$ cat config.mk
export PLATFORM = sky130hd
export DESIGN_NAME = vga_layer_compositor_flat
export DESIGN_NICKNAME = d
export VERILOG_FILES = /design/src/rtl/vga_layer_compositor_if.sv /design/src/rtl/vga_layer_compositor.sv /design/src/flat_wrapper.sv
export SDC_FILE = /design/constraint.sdc
export NUM_CORES = 1
export LEC_CHECK = 0
export CELL_PAD_IN_SITES_DETAIL_PLACEMENT = 1
export CELL_PAD_IN_SITES_GLOBAL_PLACEMENT = 1
export CORE_ASPECT_RATIO = 0.7
export CORE_MARGIN = 1.5
export CORE_UTILIZATION = 45
export CTS_BUF_LIST = sky130_fd_sc_hd__clkbuf_4
export DETAILED_ROUTE_END_ITERATION = 12
export HOLD_SLACK_MARGIN = 0.05
export PLACE_DENSITY_LB_ADDON = 0.2
export SYNTH_ARGS = -nofsm -noshare
export SYNTH_HDL_FRONTEND = slang
export SYNTH_SLANG_ARGS = --single-unit
$ cat constraint.sdc
create_clock -name VGA_CLK -period 13.3 [get_ports VGA_CLK]
set_clock_uncertainty 0.2 [all_clocks]
set_input_delay 1.995 -clock VGA_CLK [delete_from_list [all_inputs] [get_ports VGA_CLK]]
set_output_delay 1.995 -clock VGA_CLK [all_outputs]
set_load 0.005 [all_outputs]
$ cat src/rtl/vga_layer_compositor_if.sv
// Pixel/config/ROM bus between the VGA timing side and the layer compositor.
//   master : timing generator + config writer + sprite ROMs (drives pixel coords,
//            config strobes and ROM data; receives ROM addresses and colour)
//   slave  : vga_layer_compositor
// Signals:
//   xvga, yvga            current pixel coordinate
//   frame_start           commit pulse for shadow config
//   cfg_*                 shadow config write port (one layer per write)
//   rom_x, rom_y          flattened per-layer ROM addresses
//   rom_dout              flattened per-layer ROM data, ROM_LATENCY cycles behind address
//   color                 composited, registered pixel colour
interface vga_layer_compositor_if #(
  parameter int unsigned NUM_LAYERS = 4,
  parameter int unsigned X_W        = 8,
  parameter int unsigned Y_W        = 7,
  parameter int unsigned ROM_X_W    = 10,
  parameter int unsigned ROM_Y_W    = 7,
  parameter int unsigned COLOR_W    = 3
);
  localparam int unsigned LAYER_W = (NUM_LAYERS > 1) ? $clog2(NUM_LAYERS) : 1;

  logic [X_W-1:0]                xvga;
  logic [Y_W-1:0]                yvga;
  logic                          frame_start;
  logic                          cfg_we;
  logic [LAYER_W-1:0]            cfg_layer;
  logic [X_W-1:0]                cfg_pos_x;
  logic [Y_W-1:0]                cfg_pos_y;
  logic [X_W-1:0]                cfg_w;
  logic [Y_W-1:0]                cfg_h;
  logic [ROM_X_W-1:0]            cfg_off_x;
  logic [ROM_Y_W-1:0]            cfg_off_y;
  logic                          cfg_en;
  logic                          cfg_transp_en;
  logic [NUM_LAYERS*ROM_X_W-1:0] rom_x;
  logic [NUM_LAYERS*ROM_Y_W-1:0] rom_y;
  logic [NUM_LAYERS*COLOR_W-1:0] rom_dout;
  logic [COLOR_W-1:0]            color;

  modport master (
    output xvga, yvga, frame_start, cfg_we, cfg_layer, cfg_pos_x, cfg_pos_y, cfg_w, cfg_h,
           cfg_off_x, cfg_off_y, cfg_en, cfg_transp_en, rom_dout,
    input  rom_x, rom_y, color
  );

  modport slave (
    input  xvga, yvga, frame_start, cfg_we, cfg_layer, cfg_pos_x, cfg_pos_y, cfg_w, cfg_h,
           cfg_off_x, cfg_off_y, cfg_en, cfg_transp_en, rom_dout,
    output rom_x, rom_y, color
  );
endinterface

$ cat src/rtl/vga_layer_compositor.sv
// N-layer sprite compositor for the VGA pixel path.
// Each layer has a shadow and an active config bank; frame_start copies shadow to
// active. Per pixel, every layer computes a rectangle hit and a ROM address; hit and
// transparency flags are delayed to line up with rom_dout, then the lowest-index
// opaque layer supplies the registered output colour (BG_COLOR if none).
// Ports:
//   VGA_CLK  pixel clock, rising edge
//   reset    asynchronous active-high reset
//   bus      vga_layer_compositor_if slave (pixel coords, config, ROM bus, colour)
// Latency xvga/yvga -> color is ROM_LATENCY+1 cycles, one pixel per clock.
module vga_layer_compositor #(
  parameter int unsigned NUM_LAYERS   = 4,
  parameter int unsigned X_W          = 8,
  parameter int unsigned Y_W          = 7,
  parameter int unsigned ROM_X_W      = 10,
  parameter int unsigned ROM_Y_W      = 7,
  parameter int unsigned COLOR_W      = 3,
  parameter int unsigned ROM_LATENCY  = 1,
  parameter int unsigned TRANSP_COLOR = 0,
  parameter int unsigned BG_COLOR     = 0
) (
  input logic                   VGA_CLK,
  input logic                   reset,
  vga_layer_compositor_if.slave bus
);
  localparam int unsigned LAYER_W = (NUM_LAYERS > 1) ? $clog2(NUM_LAYERS) : 1;

  typedef struct packed {
    logic [X_W-1:0]     pos_x;
    logic [Y_W-1:0]     pos_y;
    logic [X_W-1:0]     w;
    logic [Y_W-1:0]     h;
    logic [ROM_X_W-1:0] off_x;
    logic [ROM_Y_W-1:0] off_y;
    logic               en;
    logic               transp_en;
  } layer_cfg_t;

  layer_cfg_t            shadow_q [NUM_LAYERS];
  layer_cfg_t            active_q [NUM_LAYERS];
  layer_cfg_t            cfg_wdata;
  logic [NUM_LAYERS-1:0] cfg_sel;

  // Out-of-range cfg_layer matches no index, so the write is dropped.
  always_comb begin
    cfg_wdata.pos_x     = bus.cfg_pos_x;
    cfg_wdata.pos_y     = bus.cfg_pos_y;
    cfg_wdata.w         = bus.cfg_w;
    cfg_wdata.h         = bus.cfg_h;
    cfg_wdata.off_x     = bus.cfg_off_x;
    cfg_wdata.off_y     = bus.cfg_off_y;
    cfg_wdata.en        = bus.cfg_en;
    cfg_wdata.transp_en = bus.cfg_transp_en;
    cfg_sel             = '0;
    for (int i = 0; i < NUM_LAYERS; i++) begin
      cfg_sel[i] = bus.cfg_we && (bus.cfg_layer == LAYER_W'(i));
    end
  end

  // A write in the commit cycle goes straight through to the active bank.
  always_ff @(posedge VGA_CLK or posedge reset) begin
    if (reset) begin
      for (int i = 0; i < NUM_LAYERS; i++) begin
        shadow_q[i] <= '0;
        active_q[i] <= '0;
      end
    end else begin
      for (int i = 0; i < NUM_LAYERS; i++) begin
        if (cfg_sel[i]) begin
          shadow_q[i] <= cfg_wdata;
        end
        if (bus.frame_start) begin
          active_q[i] <= cfg_sel[i] ? cfg_wdata : shadow_q[i];
        end
      end
    end
  end

  logic [NUM_LAYERS-1:0] hit;
  logic [NUM_LAYERS-1:0] transp_en;
  logic [COLOR_W-1:0]    layer_dout [NUM_LAYERS];

  for (genvar g = 0; g < NUM_LAYERS; g++) begin : g_layer
    logic [X_W:0]   x_end;
    logic [Y_W:0]   y_end;
    logic [X_W-1:0] dx;
    logic [Y_W-1:0] dy;

    // One extra bit so pos+size never wraps back onto the left/top of the screen.
    assign x_end = {1'b0, active_q[g].pos_x} + {1'b0, active_q[g].w};
    assign y_end = {1'b0, active_q[g].pos_y} + {1'b0, active_q[g].h};
    assign dx    = bus.xvga - active_q[g].pos_x;
    assign dy    = bus.yvga - active_q[g].pos_y;

    assign hit[g] = active_q[g].en
                    && (bus.xvga >= active_q[g].pos_x) && ({1'b0, bus.xvga} < x_end)
                    && (bus.yvga >= active_q[g].pos_y) && ({1'b0, bus.yvga} < y_end);
    assign transp_en[g] = active_q[g].transp_en;

    assign bus.rom_x[g*ROM_X_W +: ROM_X_W] = ROM_X_W'(dx) + active_q[g].off_x;
    assign bus.rom_y[g*ROM_Y_W +: ROM_Y_W] = ROM_Y_W'(dy) + active_q[g].off_y;
    assign layer_dout[g] = bus.rom_dout[g*COLOR_W +: COLOR_W];
  end

  // Flags ride alongside the ROM read so they meet rom_dout in the same cycle.
  logic [NUM_LAYERS-1:0] hit_pipe_q    [ROM_LATENCY];
  logic [NUM_LAYERS-1:0] transp_pipe_q [ROM_LATENCY];

  always_ff @(posedge VGA_CLK or posedge reset) begin
    if (reset) begin
      for (int s = 0; s < ROM_LATENCY; s++) begin
        hit_pipe_q[s]    <= '0;
        transp_pipe_q[s] <= '0;
      end
    end else begin
      hit_pipe_q[0]    <= hit;
      transp_pipe_q[0] <= transp_en;
      for (int s = 1; s < ROM_LATENCY; s++) begin
        hit_pipe_q[s]    <= hit_pipe_q[s-1];
        transp_pipe_q[s] <= transp_pipe_q[s-1];
      end
    end
  end

  logic [NUM_LAYERS-1:0] opaque;
  logic [COLOR_W-1:0]    color_d;
  logic [COLOR_W-1:0]    color_q;

  always_comb begin
    opaque = '0;
    for (int i = 0; i < NUM_LAYERS; i++) begin
      opaque[i] = hit_pipe_q[ROM_LATENCY-1][i]
                  && !(transp_pipe_q[ROM_LATENCY-1][i]
                       && (layer_dout[i] == COLOR_W'(TRANSP_COLOR)));
    end
  end

  // Scan from lowest priority up so the lowest opaque index is the last to win.
  always_comb begin
    color_d = COLOR_W'(BG_COLOR);
    for (int i = NUM_LAYERS - 1; i >= 0; i--) begin
      if (opaque[i]) begin
        color_d = layer_dout[i];
      end
    end
  end

  always_ff @(posedge VGA_CLK or posedge reset) begin
    if (reset) begin
      color_q <= COLOR_W'(BG_COLOR);
    end else begin
      color_q <= color_d;
    end
  end

  assign bus.color = color_q;

endmodule
$ cat src/flat_wrapper.sv
// flat-port wrapper written by rule: the top's interface ports become plain ports
module vga_layer_compositor_flat 
#(
  parameter int unsigned NUM_LAYERS   = 4,
  parameter int unsigned X_W          = 8,
  parameter int unsigned Y_W          = 7,
  parameter int unsigned ROM_X_W      = 10,
  parameter int unsigned ROM_Y_W      = 7,
  parameter int unsigned COLOR_W      = 3,
  parameter int unsigned ROM_LATENCY  = 1,
  parameter int unsigned TRANSP_COLOR = 0,
  parameter int unsigned BG_COLOR     = 0
)
  (VGA_CLK, reset, bus_xvga, bus_yvga, bus_frame_start, bus_cfg_we, bus_cfg_layer, bus_cfg_pos_x, bus_cfg_pos_y, bus_cfg_w, bus_cfg_h, bus_cfg_off_x, bus_cfg_off_y, bus_cfg_en, bus_cfg_transp_en, bus_rom_dout, bus_rom_x, bus_rom_y, bus_color);
  vga_layer_compositor_if #(.NUM_LAYERS(NUM_LAYERS), .X_W(X_W), .Y_W(Y_W), .ROM_X_W(ROM_X_W), .ROM_Y_W(ROM_Y_W), .COLOR_W(COLOR_W)) bus_i ();
  input logic VGA_CLK;
  input logic reset;
  input wire logic [$bits(bus_i.xvga)-1:0] bus_xvga;
  input wire logic [$bits(bus_i.yvga)-1:0] bus_yvga;
  input wire logic [$bits(bus_i.frame_start)-1:0] bus_frame_start;
  input wire logic [$bits(bus_i.cfg_we)-1:0] bus_cfg_we;
  input wire logic [$bits(bus_i.cfg_layer)-1:0] bus_cfg_layer;
  input wire logic [$bits(bus_i.cfg_pos_x)-1:0] bus_cfg_pos_x;
  input wire logic [$bits(bus_i.cfg_pos_y)-1:0] bus_cfg_pos_y;
  input wire logic [$bits(bus_i.cfg_w)-1:0] bus_cfg_w;
  input wire logic [$bits(bus_i.cfg_h)-1:0] bus_cfg_h;
  input wire logic [$bits(bus_i.cfg_off_x)-1:0] bus_cfg_off_x;
  input wire logic [$bits(bus_i.cfg_off_y)-1:0] bus_cfg_off_y;
  input wire logic [$bits(bus_i.cfg_en)-1:0] bus_cfg_en;
  input wire logic [$bits(bus_i.cfg_transp_en)-1:0] bus_cfg_transp_en;
  input wire logic [$bits(bus_i.rom_dout)-1:0] bus_rom_dout;
  output wire logic [$bits(bus_i.rom_x)-1:0] bus_rom_x;
  output wire logic [$bits(bus_i.rom_y)-1:0] bus_rom_y;
  output wire logic [$bits(bus_i.color)-1:0] bus_color;
  assign bus_i.xvga = bus_xvga;
  assign bus_i.yvga = bus_yvga;
  assign bus_i.frame_start = bus_frame_start;
  assign bus_i.cfg_we = bus_cfg_we;
  assign bus_i.cfg_layer = bus_cfg_layer;
  assign bus_i.cfg_pos_x = bus_cfg_pos_x;
  assign bus_i.cfg_pos_y = bus_cfg_pos_y;
  assign bus_i.cfg_w = bus_cfg_w;
  assign bus_i.cfg_h = bus_cfg_h;
  assign bus_i.cfg_off_x = bus_cfg_off_x;
  assign bus_i.cfg_off_y = bus_cfg_off_y;
  assign bus_i.cfg_en = bus_cfg_en;
  assign bus_i.cfg_transp_en = bus_cfg_transp_en;
  assign bus_i.rom_dout = bus_rom_dout;
  assign bus_rom_x = bus_i.rom_x;
  assign bus_rom_y = bus_i.rom_y;
  assign bus_color = bus_i.color;
  vga_layer_compositor #(.NUM_LAYERS(NUM_LAYERS), .X_W(X_W), .Y_W(Y_W), .ROM_X_W(ROM_X_W), .ROM_Y_W(ROM_Y_W), .COLOR_W(COLOR_W), .ROM_LATENCY(ROM_LATENCY), .TRANSP_COLOR(TRANSP_COLOR), .BG_COLOR(BG_COLOR)) u_core (.VGA_CLK(VGA_CLK), .reset(reset), .bus(bus_i));
endmodule
# Word level (Yosys, flattened, before mapping)
# Cells that the tools add are included.
# Widths: inputs -> output; s select.
[op_classes]
n_addsub = 24
mux = 8
magnitude_cmp = 16
reduce_logical = 37
n_eq_ne = 3
[op_table]
columns = ["cell", "n"]
rows = [
  ["$mux 49", 4],
  ["$add 8x10->10", 4],
  ["$add 8x8->9", 4],
  ["$lt 8x9->1", 4],
  ["$add 7x7->8", 4],
  ["$ge 8x8->1", 4],
  ["$lt 7x8->1", 4],
  ["$sub 8x8->8", 4],
  ["$add 7x7->7", 4],
  ["$ge 7x7->1", 4],
  ["$logic_and 1x1->1", 28],
  ["$sub 7x7->7", 4],
  ["$logic_not 3->1", 4],
  ["$mux 3", 4],
  ["$eq 2x2->1 const B", 2],
  ["$logic_not 1->1", 4],
  ["$eq 2x1->1 const B", 1],
  ["$logic_not 2->1", 1],
]
[totals]
out_inout_bits = 71
ff_bits = 403
inputBits = 82
word_cells = 155

# Logic depth before layout (Yosys ltp)
[logic_depth]
word_depth = 8
depth_mapped = 15
ltp_nobuf = 15

# Worst setup path after synthesis
# Ideal clock, no wire load.
[synth_timing]
path_type = "input to output"
from = "input bus_xvga[0]"
to = "output bus_rom_x[19]"
path_stages = 13
n_path_buf = 0
slack_ns = 6.836
t_required_ns = 11.105
arrival_ns = 4.269
path_cell_list = "inv_1 -> ha_1 -> inv_1 -> fa_1 -> a21o_1 -> a21oi_1 -> xnor2_1 -> ha_1 -> o21ai_0 -> nor2b_1 -> a21oi_1 -> a41oi_1 -> xnor2_1"
[synth_via]
elab_chain_len = 2
[synth_rtl]
columns = ["item", "line_no", "source"]
rows = [
  ["from (decl)", "flat_wrapper.sv:18", "input wire logic [$bits(bus_i.xvga)-1:0] bus_xvga;"],
  ["$sub 8x8->8", "vga_layer_compositor.sv:92", "assign dx = bus.xvga - active_q[g].pos_x;"],
  ["$add 8x10->10", "vga_layer_compositor.sv:100", "assign bus.rom_x[g*ROM_X_W +: ROM_X_W] = ROM_X_W'(dx) + active_q[g].off_x;"],
  ["to (decl)", "flat_wrapper.sv:32", "output wire logic [$bits(bus_i.rom_x)-1:0] bus_rom_x;"],
]
# No other way between the ends.

# Final worst setup path
[layout_timing]
from = "input bus_xvga[0]"
to = "output bus_rom_x[9]"
# The elaborated chain is that of the path after synthesis.

==> summary.md <==
| Metric | Value |
|---|---|
| Cell row count | `69` |
| CP Launch Type | `primary input` |
| Total power | `5.07 mW` |
| Hold Crit Endpoint | `u_core.transp_pipe_q[2]` |
| Initial DRC count | `682` |
| Die width | `273 um` |
| RSZ-0062 raised after global routing | `false` |
| FF+latch count, synth | `400` |
| TNS Setup | `0 ns` |
| Worst min path class | `reg2reg` |
| Drt pass-1 iters | `5` |
| Io pins | `153` |
| CTS tree | `built` |
| Peak supply drop | `105 uV` |
| Vias in the first global route | `17.6k` |
| IO Port Bufs | `152` |
| Crit-path max FO | `5` |
| Total grt overflow | `0` |
| Cells after synthesis | `2020` |
| Final setup violation count | `0` |
| DRT Wirelength | `63.8 mm` |
| Cts hold-fix bufs | `0` |
| Top FF cell, synth | `dfrtp_1` |
| P&R area growth vs syn | `15.4%` |
| Worst setup EP type | `primary output` |
| Worst r2r src | `u_core.active_q[34]` |
| Fin cells | `2996` |
| Hold path startpoint | `u_core.active_q[49]` |
| Cell taking the most area after synthesis | `dfrtp_1` |
| WHS Path Cells | `0` |
| Vias | `16.4k` |
| Fin. Hold Viols | `0` |
| Synth area leaders | `dfrtp_1 44%, mux2_2 15%, ha_1 13%` |
| Worst Tran Pin Value | `1.06 ns` |
| Final GP Congestion | `0.854` |
| Final slew viol count | `0` |
| Setup ws final | `5.10 ns` |
| Number of setup buffers added after CTS | `0` |
| R2R cell count | `14` |
| Gr usage total | `25.1%` |
| Final Util | `52.4%` |
| Wire length per cell | `21.3 um` |
| Syn Nets | `2374` |
| Number of buffers created by CTS | `103` |
| Initial Util | `45.4%` |
| Async set-reset flop share out of synthesis | `100%` |
| Avg Inst Size Synth | `11.4 sq um` |
| Post-synth cell types | `53` |
| Clock Path Buffers | `3` |
| Later-pin clock latency in the skew report | `0.88 ns` |
| Max transition margin | `29.2%` |
| Layout cells sized above 1 | `20.8%` |
| Area share of the leading cell type in the synthesized netlist | `43.6%` |
| Pre-CTS setup slack | `5.15 ns` |
| Min cycle time layout | `8.20 ns` |
| Largest net degree at the start of global routing | `107` |
| Crit Path Category | `in2out` |
| Drt via density | `5.48` |
| Leakage | `12.2 nW` |
| Max-cap violations | `0` |
| FF-to-FF setup slack | `8.86 ns` |
| Area occupied by multi-input gates | `12000 sq um` |
| CTS root buf | `clkbuf_4` |
| Nets | `2600` |
| Ratio of final minimum period to clock period | `61.7%` |
| Warnings from Yosys | `0` |
| Status | `finished, final reports clean` |
| H-tree levels | `3` |
| Clk slew on worst S/H paths | `0.07 ns` |
| Placed Cells | `2815` |
| Reg area | `10000 sq um` |
| Clock Sinks | `400` |
| First-pass GRT wire length | `99.5 mm` |
| Post-synthesis sequential area ratio | `43.6%` |
| Die height | `192 um` |
| CTS resizes | `0` |
| FILL cells | `5456` |
| Post-synth EDFFs | `0` |
| Worst R2R End | `u_core.hit_pipe_q[3]` |
| Power per cell area | `192 nW/um^2` |
| Worst path required time | `11.10 ns` |
| Die ar. | `52400 sq um` |
| Remaining antenna violation count | `0` |
| Critical path arrival | `6.01 ns` |
| Placed wire-length estimate | `47.7 mm` |
| Max Freq | `122 MHz` |
| Detailed-route DRC error count | `0` |
| CORE AREA | `50500 sq um` |
| Initial antenna violation count | `6` |
| Synth Cell Area | `22900 sq um` |
## critical path: stages
cell             delay, ns
clkdlybuf4s50_1       0.52
inv_1                 0.25
ha_1                  0.21
inv_1                 0.05
fa_1                  0.39
a21o_1                0.19
a21oi_1               0.28
o21bai_1              0.11
a21oi_1               0.18
xnor2_1               0.09
ha_1                  0.34
nand3_1               0.08
o21ai_0               0.59
xor2_1                0.19
clkdlybuf4s50_1       0.52
## cells in the mapped netlist (9+ instances only)
cell	number
dfrtp_1	400
inv_1	190
o21bai_1	14
nand4_1	10
o41ai_1	9
nand3_1	18
ha_1	232
nand2b_1	28
nand2_1	113
nor2_1	52
a211oi_1	18
a21oi_1	78
nor3_1	16
a31oi_1	12
fa_1	40
a21o_1	40
clkbuf_1	25
mux2_2	305
buf_2	19
o21a_1	14
o21ai_0	152
o211ai_1	13
nor2b_1	19
xnor2_1	85
xor2_1	35
## power breakdown
| part | total, mW | switching [mW] | internal [mW] |
|---|---|---|---|
| Clock | 1.03 | 0.525 | 0.502 |
| Combinational | 2.45 | 1.16 | 1.29 |
| Sequential | 1.60 | 0.135 | 1.46 |
## sequential cells by signal, summed over array words and instances (netlist names)
signal / count
u_core.bus.color: 3
u_core.active_q: 195
u_core.transp_pipe_q: 3
u_core.hit_pipe_q: 4
u_core.shadow_q: 195
## cell usage in the layout, fill, tap and decap left out, types with 19 or more instances in the layout
cell / Yosys / final
buf_4: 4 / 20
fa_1: 40 / 40
ha_1: 232 / 232
a21o_1: 40 / 40
mux2_2: 305 / 305
xor2_1: 35 / 35
clkinv_1: 0 / 22
xnor2_1: 85 / 85
nand2_1: 113 / 113
clkbuf_4: 0 / 140
clkdlybuf4s50_1: 0 / 151
nand2b_1: 28 / 28
a21oi_1: 78 / 78
nor2_1: 52 / 52
nor2b_1: 19 / 19
dfrtp_1: 400 / 400
o21ai_0: 152 / 152
inv_1: 190 / 189
## kinds of logic (layout without fill, tap and decap cells)
| group | count (synthesis) | in the layout | share of synthesized area, % |
|---|---|---|---|
| DFF | 400 | 400 | 43.6 |
| adders and majority gates | 272 | 272 | 16.1 |
| AOI/OAI and AO/OA | 397 | 397 | 10.6 |
| muxes | 306 | 306 | 15.0 |
| xor gates and xnor gates | 120 | 120 | 4.58 |
| buffers and inverters | 241 | 532 | 4.11 |
| other | 0 | 11 | 0 |
| and+or+nand+nor | 284 | 284 | 5.90 |
## final cells by class
class	count	share of cell area (%)
Tap cell	674	3.19
Timing Repair Buffer	172	6.33
Sequential cell	400	37.8
Multi-Input combinational cell	1379	45.3
Antenna cell	11	0.104
Clock inverter	30	0.553
Clock buffer	140	3.97
Inverter	190	2.71
## metal layers
layer	track usage, %	vias up	share of wire (%)
met2	36.7	278	43
met3	4.53	79	4.4
met1	38.0	8448	51
li1	-	7600	-
met4	6.09	0	1.4
met5	0	-	0
## per-stage QoR
step                instance area (sq um)  hold WS (ns)
floorplan                           22900         0.150
global placement                    25200         0.155
detailed placement                  25200         0.160
CTS                                 26400         0.170
global route                        26500         0.188
finish                              26500         0.167
## how the worst max path moves through the flow
| stage | slack (ns) | startpoint | end |
|---|---|---|---|
| 2_1_floorplan | 5.72 | reset | u_core.active_q[100] |
| 3_3_place_gp | 5.25 | bus_xvga[0] | bus_rom_x[9] |
| 3_5_place_dp | 5.15 | bus_xvga[0] | bus_rom_x[9] |
| 4_1_cts | 5.14 | bus_xvga[0] | bus_rom_x[9] |
| 5_1_grt | 4.91 | bus_xvga[0] | bus_rom_x[9] |
| 6_report | 5.10 | bus_xvga[0] | bus_rom_x[9] |
(Power assumes the default switching activity.)
